**src/rtl/test_status_sat_counter.sv**
```systemverilog
// Saturating up-counter with synchronous clear; holds at all-ones.
module sat_counter #(
  parameter int WIDTH = 16
) (
  input  logic             i_clk,
  input  logic             i_clr,
  input  logic             i_inc,
  output logic [WIDTH-1:0] o_count
);

  logic [WIDTH-1:0] r_count;

  always_ff @(posedge i_clk) begin
    if (i_clr) begin
      r_count <= '0;
    end else if (i_inc && (r_count != {WIDTH{1'b1}})) begin
      r_count <= r_count + {{(WIDTH-1){1'b0}}, 1'b1};
    end
  end

  assign o_count = r_count;

endmodule

```
**config.mk**
```make
export PLATFORM = sky130hd
export DESIGN_NAME = sat_counter
export DESIGN_NICKNAME = d
export VERILOG_FILES = /design/src/rtl/test_status_sat_counter.sv
export SDC_FILE = /design/constraint.sdc
export NUM_CORES = 1
export LEC_CHECK = 0
export CORE_UTILIZATION = 43
export CTS_BUF_LIST = sky130_fd_sc_hd__clkbuf_16
export CTS_CLUSTER_DIAMETER = 120
export DETAILED_ROUTE_END_ITERATION = 6
export GPL_TIMING_DRIVEN = 0
export PLACE_DENSITY_LB_ADDON = 0.1
export SYNTH_ARGS = -nofsm -noshare
export SYNTH_HDL_FRONTEND = slang
export SYNTH_SLANG_ARGS = --single-unit
```
**constraint.sdc**
```tcl
create_clock -name i_clk -period 1.51 [get_ports i_clk]
set_input_delay 0.2265 -clock i_clk [delete_from_list [all_inputs] [get_ports i_clk]]
set_output_delay 0.2265 -clock i_clk [all_outputs]
set_load 0.005 [all_outputs]
```
**Yosys cells after proc, flatten, opt, wreduce, memory -nomap -nowiden**

Cells that the tools add are included.

- Bits in registers: 16
- Input bits: 3
- Output and inout port bits: 16
- Logic and storage cells: 4

- Add/subtract/negate cells: 1
- Equality and inequality tests: 1
- Reduce and logical (&&, ||, !) cells: 1

Operators with widths:

| kind | count |
|---|---|
| 16-bit by 1-bit adder with 16-bit output, second input constant | 1 |
| 16-bit != test, second input constant | 1 |
| 1-bit logical AND | 1 |

**Depth between registers and ports, before layout**

Gate-level depths: netlist (run 1).

- Word-level depth: 2
- Gate-level depth with buffers: 6

**Worst setup path after synthesis (run 1)**

OpenSTA, ideal clock, no wires.

- Kind: register to register
- Start point: register r_count[5] (netlist: o_count[5])
- End point: register r_count[15] (netlist: o_count[15])
- Data arrival time: 1.549 ns
- Slack: -0.109 ns
- Stages on the path, launching flop included: 5
- Path buffers: 0
- Clock period less this slack: 1.619 ns
- Cell sequence: dfxtp_1 > nand4_4 > or4_1 > or4_1 > a21oi_1

- Word-level cells in the longest chain between the ends: 2
- Elaborated cells on any way between the ends: 3
- Those cells by class: add/sub (1); eq/ne (1); reduce/logical (1)

Ends and longest elaborated chain:

| what | RTL line | RTL |
|---|---|---|
| start: declaration | 11 | `logic [WIDTH-1:0] r_count;` |
| start signal: assignment | 17 | `r_count <= r_count + {{(WIDTH-1){1'b0}}, 1'b1};` |
| parallel branches: the longest is 2 deep, another holds 16-bit by 1-bit adder with 16-bit output | - |  |

Parallel ways; which one is timed is not known.
A chain may end at the register's enable or synchronous reset.

**Worst setup path after layout (run 1)**

Ends and elaborated chain as after synthesis.

==> results of run 1 <==
-- logic make-up (layout without fill, tap and decap cells) --
logic type,Yosys count,count (layout),synth area share [%]
AO/OA/AOI/OAI,23,23,16.5
XOR/XNOR,2,2,2.07
adder cells (fa/ha/maj),1,1,1.47
buffers and inverters,7,38,3.24
flip-flops,16,16,37.8
multiplexers,2,2,2.51
AND/OR/NAND/NOR,48,48,36.4
-- cell usage in the layout (no fill, tap or decap), drive strengths merged --
cell type,synthesis,layout
and3,1,1
and4,3,3
o21ai,4,4
o21a,1,1
clkbuf,2,4
nand3b,1,1
nor4bb,1,1
dlygate4sd2,0,1
o311ai,1,1
or4,7,7
o31ai,6,6
clkdlybuf4s50,0,16
nand2,7,7
dfxtp,16,16
nor2b,2,2
o41ai,1,1
nor2,6,6
nand4,4,4
nor3,4,4
mux2,1,1
or3,3,3
a21oi,10,10
nor4,3,3
nand3,6,6
buf,2,13
xnor2,2,2
mux2i,1,1
inv,3,4
ha,1,1
-- where the power goes --
group | internal [mW] | total (mW) | switching (mW)
Clock | 0.351 | 0.516 | 0.165
Sequential | 0.405 | 0.412 | 0.00707
Combinational | 0.0158 | 0.0346 | 0.0188
Total | 0.772 | 0.963 | 0.191
-- final timing paths --
check	end	slack, ns	cells past startpoint
max	o_count[15]	-0.13	4
min	o_count[8]	0.36	2
max reg2reg	o_count[15]	-0.13	4
min reg2reg	o_count[7]	0.51	2
-- worst max-delay path, stage by stage (launching register included) --
cell                      delay (ns)
sky130_fd_sc_hd__dfxtp_4        0.39
sky130_fd_sc_hd__nand4_4        0.15
sky130_fd_sc_hd__or4_4          0.46
sky130_fd_sc_hd__or4_4          0.42
sky130_fd_sc_hd__a21oi_2        0.13
-- area by class of cell --
class | instances | area [um2] | area share, %
clock inverter | 1 | 3.75 | 0.277
tap | 25 | 31.3 | 2.31
inverter | 3 | 11.3 | 0.830
buffer | 4 | 26.3 | 1.94
multi-input combinational | 76 | 589 | 43.5
clock buffer | 3 | 75.1 | 5.54
timing repair buffer | 27 | 244 | 18.0
sequential | 16 | 375 | 27.7
-- layer usage --
layer / track usage [%] / wire length (um)
met2: 35.0 / 1120
met5: 0 / 0
met3: 4.31 / 156
met4: 11.8 / 94
met1: 31.6 / 1080
-- what timing repair did --
item	4_1_cts	5_1_grt
gates resized for setup	22	15
setup endpoints to repair	13	12
buffers inserted	10	1
pin swaps	6	4
==> run summary, run 1 <==
### STA
• 63.7% — Worst slew margin
• 0 — count of pins over their slew limit
• 0.00661 ns — Worst Skew
• 10 — Setup violations, final
• -0.701 ns — sum of negative setup slack
• 611 MHz — fmax
• 108% — final period utilization
• yes — setup repair after global routing missed its margin
• -0.126 ns — minimum setup slack in the final design
• 1.64 ns — minimum clock period after layout
• 0 — Hold Vio Cnt, Final
• 0.359 ns — WHS
• 0.544 ns — pin slew with the least headroom to its limit

### Yosys
• sky130_fd_sc_hd__dfxtp_1 38%, sky130_fd_sc_hd__or4_1 6.2%, sky130_fd_sc_hd__a21oi_1 5.9%, sky130_fd_sc_hd__o31ai_1 5.3%, sky130_fd_sc_hd__nand3_1 3.5% — largest cells by area after synthesis
• sky130_fd_sc_hd__dfxtp_1 — library cell with the largest summed area after synthesis
• sky130_fd_sc_hd__dfxtp_1 — most used flip-flop cell after synthesis
• 37.8% — sequential share of the synthesized area
• 16 — number of register bits inferred by synthesis
• 99 — cells after synthesis
• 103 — Post-Synthesis Net Count
• sky130_fd_sc_hd__dfxtp_1 — library cell with the highest instance count after synthesis
• 16 x sky130_fd_sc_hd__dfxtp_1, 10 x sky130_fd_sc_hd__a21oi_1, 7 x sky130_fd_sc_hd__or4_1 — list of most frequent post-synthesis cells
• 0% — share of synthesized registers carrying an async set or reset
• 0 — number of flops mapped to enable cells by yosys
• 0 — Yosys warning count
• 848 um2 — post-synthesis instance area
• 37.8% — post-synth top area share
• 8.57 um2 — mean instance size in the synthesized netlist
• 31 — Distinct cells, synth

### Clocking
• 0.25 ns — worst-skew pair later-pin latency
• 16 — total clock sinks
• 0.05 ns — clock edge transition at the registers on the reported setup and hold paths
• 2 — number of buffers on the longest clock path
• built — clock tree from TritonCTS
• 1 — H-tree Lvls
• 0 — hold buffer count at CTS
• 3 — Inserted Clock Buffers
• sky130_fd_sc_hd__clkbuf_16 — cell chosen for the clock root

### Worst hold path
• i_clr — hold wc startpoint
• in -> reg — kind of path behind the tightest hold check

### Cells and area
• 36.2% — fraction of layout cells with a size suffix above 1
• 16 — max FFs per register
• 127 — number of fillers in the final layout
• 0.00136 mm2 — final std cell area, no fill
• 135 — final layout net count
• 155 — number of standard cells in the final layout excluding fillers
• 0 — number of diodes added for antenna fixing
• 59.9% — Area growth, synth to finish
• 76.1% — post-layout util

### Placed design
• 0.827 — last weighted congestion value of the routability-driven placer
• -0.356 ns — worst setup slack before clock tree synthesis
• 141 — number of cells after detailed placement
• 17 — number of buffer cells added on primary ports
• 0.00109 mm2 — post-placement cell area
• 1380 um — post-detail-place hpwl

### Floorplanning
• 0.00215 mm2 — overall die area
• 0.00178 mm2 — core area
• 46.4 um — overall die height
• 46.4 um — die extent in x
• 15 — Std-Cell Rows
• 47.6% — effective utilization at floorplan
• 19 — Top Ports

### Status
• finished with violations — run status
• negative setup slack — violations in the final reports

### Pwr
• 0.963 mW — sum of internal, switching and leakage power
• 0.455 nW — Leakage Power
• 710 mW/mm2 — ratio of total power to cell area
• 601 uV — Max VDD drop

### Global routing
• 832 — via count of the first global-routing pass
• 3590 um — wire length of the first global-routing pass
• 11 — maximum number of pins on one net before global-route repair
• 0 — remaining global-route overflow
• 23.4% — global-route usage over all layers
• 0 — antenna violations before repair

### Detailed routing
• 6.11 — vias per cell
• 0 — antenna-violating nets left
• 15.8 um — per-cell routed wire length
• 23 — initial detailed-routing violation count
• 2450 um — wire length reported by the detailed router
• 4 — number of search-and-repair iterations in the first detailed-routing pass
• 0 — remaining design rule violation count
• 947 — via count

### Worst setup path
• 1.80 ns — Arr. time, crit path
• reg -> reg — category of the most critical setup path
• flop — nature of the critical path startpoint
• 7 — Max FO, Critical Path
• 1.68 ns — Critical Path RT
• o_count[5] — reg-to-reg critical path startpoint
• flop — Worst setup EP type
• o_count[5] — Critical Path Start

### Flow run
• 0 — max-capacitance violation count

(Power assumes the default switching activity.)
==> inputs of run 2 (changes only) <==
--- a/config.mk
+++ b/config.mk
@@ -10,7 +10,7 @@
 export CTS_CLUSTER_DIAMETER = 120
 export DETAILED_ROUTE_END_ITERATION = 6
 export GPL_TIMING_DRIVEN = 0
-export PLACE_DENSITY_LB_ADDON = 0.1
+export PLACE_DENSITY = 0.79
 export SYNTH_ARGS = -nofsm -noshare
 export SYNTH_HDL_FRONTEND = slang
 export SYNTH_SLANG_ARGS = --single-unit
==> run 2 against run 1 <==
Net effect: the run still ends with negative setup slack left; design area up 6.6%; non-clock buffer count up 9; wire length up 17%; die area unchanged; flip-flop and latch count unchanged; worst setup slack worse by 0.026 ns; power up 1.4%; sequential power about the same; sequential share of layout area down 1.9 points; register-to-register slack worse by 0.03 ns; worst hold slack better by 0.045 ns; largest power group unchanged; highest routed layer unchanged.
==> run summary, run 2 (same netlist as run 1, synthesis figures left out) <==
### Clocking
• 16 — total clock sinks
• 3 — Inserted Clock Buffers
• 0.24 ns — worst-skew pair later-pin latency
• 0.05 ns — clock edge transition at the registers on the reported setup and hold paths
• 1 — H-tree Lvls
• built — clock tree from TritonCTS
• sky130_fd_sc_hd__clkbuf_16 — cell chosen for the clock root
• 2 — number of buffers on the longest clock path

### Floorplanning
• 15 — Std-Cell Rows
• 19 — Top Ports
• 47.6% — effective utilization at floorplan
• 46.4 um — overall die height
• 0.00178 mm2 — core area
• 0.00215 mm2 — overall die area
• 46.4 um — die extent in x

### Cells and area
• 598 um2 — area of the multi-input gates
• 18 x sky130_fd_sc_hd__buf_4, 16 x sky130_fd_sc_hd__clkdlybuf4s50_1, 13 x sky130_fd_sc_hd__dfxtp_4 — highest-count cells in the layout ignoring fill and taps
• 0 — number of diodes added for antenna fixing
• 373 um2 — area taken by flip-flops and latches
• 144 — final layout net count
• 70.5% — Area growth, synth to finish
• 16 — max FFs per register
• 0.00145 mm2 — final std cell area, no fill
• 42.4% — fraction of layout cells with a size suffix above 1
• sky130_fd_sc_hd__buf_4 — leading cell type in the layout, fill and taps excluded
• 100 — number of fillers in the final layout

### Worst hold path
• in -> reg — kind of path behind the tightest hold check

### Placed design
• 1330 um — post-detail-place hpwl
• 0.00109 mm2 — post-placement cell area
• 0.839 — last weighted congestion value of the routability-driven placer
• 17 — number of buffer cells added on primary ports

### Worst setup path
• 0.71 ns — largest stage delay on the critical path
• 1.83 ns — Arr. time, crit path
• flop — nature of the critical path startpoint
• 0 — count of buffer and inverter cells on the critical path
• nand3_1 -> o41ai_1 -> o21ai_0 -> a21oi_1 — chain of cells forming the critical path
• 6 — Max FO, Critical Path
• reg -> reg — category of the most critical setup path
• sky130_fd_sc_hd__o41ai_1 — slowest stage cell on the critical path
• flop — Worst setup EP type
• compound AO/OA/AOI/OAI gates — kind of cell adding the most delay to the critical path
• 1.67 ns — Critical Path RT

### STA
• yes — setup repair after global routing missed its margin
• 0.00395 ns — Worst Skew
• 0 — Hold Vio Cnt, Final
• -0.152 ns — minimum setup slack in the final design
• 48.5% — Worst slew margin
• 110% — final period utilization
• 10 — Setup violations, final
• 602 MHz — fmax
• 0 — count of pins over their slew limit
• 0.762 ns — pin slew with the least headroom to its limit
• 1.66 ns — minimum clock period after layout

### Global routing
• 23.6% — global-route usage over all layers
• 0 — remaining global-route overflow
• 0 — antenna violations before repair
• 3610 um — wire length of the first global-routing pass
• 11 — maximum number of pins on one net before global-route repair
• 831 — via count of the first global-routing pass

### Pwr
• 618 uV — Max VDD drop
• 675 mW/mm2 — ratio of total power to cell area
• 0.977 mW — sum of internal, switching and leakage power
• 0.518 nW — Leakage Power

### Detailed routing
• 4 — number of search-and-repair iterations in the first detailed-routing pass
• 1015 — via count
• 2870 um — wire length reported by the detailed router
• 6.19 — vias per cell
• 17.5 um — per-cell routed wire length
• 0 — remaining design rule violation count
• 20 — initial detailed-routing violation count
• 0 — antenna-violating nets left

### Flow run
• 0 — max-capacitance violation count

### Status
• finished with violations — run status
• negative setup slack — violations in the final reports

-- run 2: cell types whose count changed in the layout (fill, tap and decap cells not counted), sizes merged --
cell	previous run	this run
buf	13	22
clkinv	0	1
inv	4	3
-- run 2: layer usage --
metal	global-route usage [%]	vias to the layer above	routed length [um]
li1	-	465	-
met1	30.7	489	1240
met2	36.4	53	1400
met3	4.31	8	186
met4	12.4	0	48
met5	0	-	0
-- run 2: stage by stage --
step	TNS, ns	worst slack [ns]	hold slack, ns	utilization, %	std cells
finish	-0.643	-0.152	0.403	81.1	164
global route	-1.54	-0.270	0.408	81.1	164
CTS	-0.124	-0.0347	0.348	73.7	158
detailed placement	-3.55	-0.382	0.499	60.9	141
global placement	-3.10	-0.325	0.489	60.9	141
floorplan	0	0.000710	0.386	-	99
-- run 2: final timing paths --
path                    start  slack, ns  depth (start not counted)           to
setup reg to reg  o_count[15]      -0.15                          4   o_count[6]
hold / removal          i_clr       0.40                          2  o_count[15]
setup / recovery  o_count[15]      -0.15                          4   o_count[6]
hold reg to reg    o_count[7]       0.53                          2   o_count[7]
-- run 2: where the power goes --
part / internal (mW) / switching, mW / leakage [nW] / total, mW
clock: 0.351 / 0.165 / 0.0385 / 0.516
combinational: 0.0227 / 0.0253 / 0.339 / 0.0480
sequential: 0.407 / 0.00544 / 0.141 / 0.412
total: 0.781 / 0.196 / 0.518 / 0.977
-- run 2: repair_timing --
action,4_1_cts,5_1_grt
pin swaps,4,14
buffers inserted,13,5
hold buffers,0,0
cloned,0,1
resized for setup,19,19
endpoints found under the setup margin,11,15
-- run 2: area by class of cell --
class	count	share of cell area [%]
Clock inverter	1	0.260
Tap cell	25	2.16
Inverter	3	0.779
Clock buffer	3	5.19
Sequential cell	16	25.8
Multi-Input combinational cell	76	41.3
Timing Repair Buffer	36	22.4
Buffer	4	2.08
==> inputs of run 3 (changes only) <==
--- a/config.mk
+++ b/config.mk
@@ -5,7 +5,7 @@
 export SDC_FILE = /design/constraint.sdc
 export NUM_CORES = 1
 export LEC_CHECK = 0
-export CORE_UTILIZATION = 43
+export CORE_UTILIZATION = 45
 export CTS_BUF_LIST = sky130_fd_sc_hd__clkbuf_16
 export CTS_CLUSTER_DIAMETER = 120
 export DETAILED_ROUTE_END_ITERATION = 6
==> constraint.sdc (replaced) <==
create_clock -name i_clk -period 1.8 [get_ports i_clk]
set_input_delay 0.27 -clock i_clk [delete_from_list [all_inputs] [get_ports i_clk]]
set_output_delay 0.27 -clock i_clk [all_outputs]
set_load 0.005 [all_outputs]
==> run 3 against run 2 <==
Net effect: the run now ends clean; register-to-register slack better by 0.23 ns; worst hold slack worse by 0.016 ns; sequential power fell by 12%; combinational power shrank 44%; power down 17%; largest cell class unchanged; highest routed layer unchanged.
==> run summary, run 3 (same netlist as run 1, synthesis figures left out) <==
### STA
• 581 MHz — fmax
• 0 — Setup violations, final
• no — setup repair after global routing missed its margin
• 95.6% — final period utilization
• 0.387 ns — WHS
• 0.00233 ns — Worst Skew
• 0.0784 ns — minimum setup slack in the final design
• 58.4% — Worst slew margin
• 0 — Hold Vio Cnt, Final
• 0 — count of pins over their slew limit
• 1.72 ns — minimum clock period after layout
• 0.616 ns — pin slew with the least headroom to its limit

### Cells and area
• 17 x sky130_fd_sc_hd__clkdlybuf4s50_1, 13 x sky130_fd_sc_hd__dfxtp_1, 10 x sky130_fd_sc_hd__a21oi_1 — highest-count cells in the layout ignoring fill and taps
• 0.00115 mm2 — final std cell area, no fill
• 10.7% — fraction of layout cells with a size suffix above 1
• 153 — number of fillers in the final layout
• 16 — max FFs per register
• 127 — final layout net count
• 0 — number of diodes added for antenna fixing
• 146 — number of standard cells in the final layout excluding fillers
• 324 um2 — area taken by flip-flops and latches
• sky130_fd_sc_hd__clkdlybuf4s50_1 — leading cell type in the layout, fill and taps excluded
• 500 um2 — area of the multi-input gates
• 35.1% — Area growth, synth to finish

### Global routing
• 0 — antenna violations before repair
• 36.0% — global routing usage on met2
• 726 — via count of the first global-routing pass
• 11 — maximum number of pins on one net before global-route repair
• 25.3% — met1 usage in global routing
• 0 — remaining global-route overflow
• 20.9% — global-route usage over all layers
• 3100 um — wire length of the first global-routing pass
• 3.57% — met3 capacity usage during global routing
• met2 — layer with the highest usage

### Pwr
• 0.662 mW — Internal Pwr Total
• 0.373 nW — Leakage Power
• 0.148 mW — switching pwr
• 0.810 mW — sum of internal, switching and leakage power
• 3.3% — part of the power in combinational logic
• 51.9% — Clock power frac
• 44.8% — proportion of power drawn by flip-flops and latches
• 477 uV — Max VDD drop
• 18.2% — Net Sw Frac
• 707 mW/mm2 — ratio of total power to cell area

### Floorplanning
• 48.6% — effective utilization at floorplan
• 19 — Top Ports
• 45.4 um — overall die height
• 15 — Std-Cell Rows
• 45.4 um — die extent in x
• 0.00175 mm2 — core area
• 0.00206 mm2 — overall die area

### Status
• finished, final reports clean — run status

### Detailed routing
• 840 — via count
• 4 — number of search-and-repair iterations in the first detailed-routing pass
• 0 — antenna-violating nets left
• 1920 um — wire length reported by the detailed router
• 13.1 um — per-cell routed wire length
• 5.75 — vias per cell
• 19 — initial detailed-routing violation count
• 0 — remaining design rule violation count

### Clocking
• 0.24 ns — worst-skew pair later-pin latency
• 3 — Inserted Clock Buffers
• 2 — number of buffers on the longest clock path
• built — clock tree from TritonCTS
• 16 — total clock sinks
• 0.05 ns — clock edge transition at the registers on the reported setup and hold paths
• sky130_fd_sc_hd__clkbuf_16 — cell chosen for the clock root
• 0 — hold buffer count at CTS
• 1 — H-tree Lvls

### Placed design
• 141 — number of cells after detailed placement
• 0.840 — last weighted congestion value of the routability-driven placer
• 1360 um — post-detail-place hpwl
• 17 — number of buffer cells added on primary ports
• 0.00105 mm2 — post-placement cell area
• -0.121 ns — worst setup slack before clock tree synthesis

### Flow run
• 0 — max-capacitance violation count

### Worst setup path
• 1.89 ns — Arr. time, crit path
• flop — nature of the critical path startpoint
• 6 — Max FO, Critical Path
• reg -> reg — category of the most critical setup path
• 1.97 ns — Critical Path RT
• flop — Worst setup EP type

### Worst hold path
• in -> reg — kind of path behind the tightest hold check

==> run 3: cell count changes in the layout (fill, tap and decap cells not counted), sizes merged <==
cell	previous run	this run
clkinv	1	0
dlygate4sd2	1	0
clkdlybuf4s50	16	17
buf	22	4
clkbuf	4	5
==> run 3: final cells by class <==
| type | instances | share of cell area (%) |
|---|---|---|
| inverters | 3 | 0.983 |
| multi-input cells | 76 | 43.7 |
| clock buffers | 3 | 6.55 |
| repair buffers | 19 | 16.2 |
| well taps | 25 | 2.73 |
| flip-flops and latches | 16 | 28.3 |
| plain buffers | 4 | 1.64 |
==> run 3: worst max-delay path, cell delays in order (launching register included) <==
cell	delay, ns
sky130_fd_sc_hd__dfxtp_1	0.35
sky130_fd_sc_hd__ha_1	0.26
sky130_fd_sc_hd__nand3_1	0.15
sky130_fd_sc_hd__nor4_4	0.06
sky130_fd_sc_hd__buf_4	0.16
sky130_fd_sc_hd__or4_1	0.51
sky130_fd_sc_hd__a21oi_1	0.15
==> run 3: worst paths after layout <==
| kind | from | to | slack [ns] | cells past startpoint |
|---|---|---|---|---|
| worst min-delay path | i_clr | o_count[8] | 0.39 | 2 |
| worst max-delay path | o_count[0] | o_count[7] | 0.08 | 6 |
| worst min register to register | o_count[5] | o_count[5] | 0.52 | 2 |
| worst max register to register | o_count[0] | o_count[7] | 0.08 | 6 |
==> run 3: per-layer routing <==
| layer | vias up | wire, um | share of wire (%) |
|---|---|---|---|
| li1 | 433 | - | - |
| met4 | 0 | 10 | 0.52 |
| met1 | 393 | 906 | 47 |
| met5 | - | 0 | 0 |
| met3 | 2 | 54 | 2.8 |
| met2 | 12 | 945 | 49 |
==> run 3: per-stage QoR <==
step | utilization, % | TNS [ns]
2_1_floorplan | - | 0
3_3_place_gp | 60.1 | -0.217
3_5_place_dp | 60.1 | -0.463
4_1_cts | 65.3 | 0
5_1_grt | 65.7 | 0
6_report | 65.7 | 0
==> run 3: timing repair <==
item | CTS | global route
buffers inserted | 2 | 0
pin swaps | 1 | 1
endpoints found under the setup margin | 1 | 9
gates resized for setup | 0 | 5
==> run 3: power by group through the flow <==
stage	clock [mW]	sequential, mW	combinational, mW
2_1_floorplan	0	0.369	0.0129
6_report	0.420	0.363	0.0270
5_1_grt	0.438	0.363	0.0304
4_1_cts	0.428	0.363	0.0270
3_5_place_dp	0	0.370	0.0267
3_3_place_gp	0	0.369	0.0262
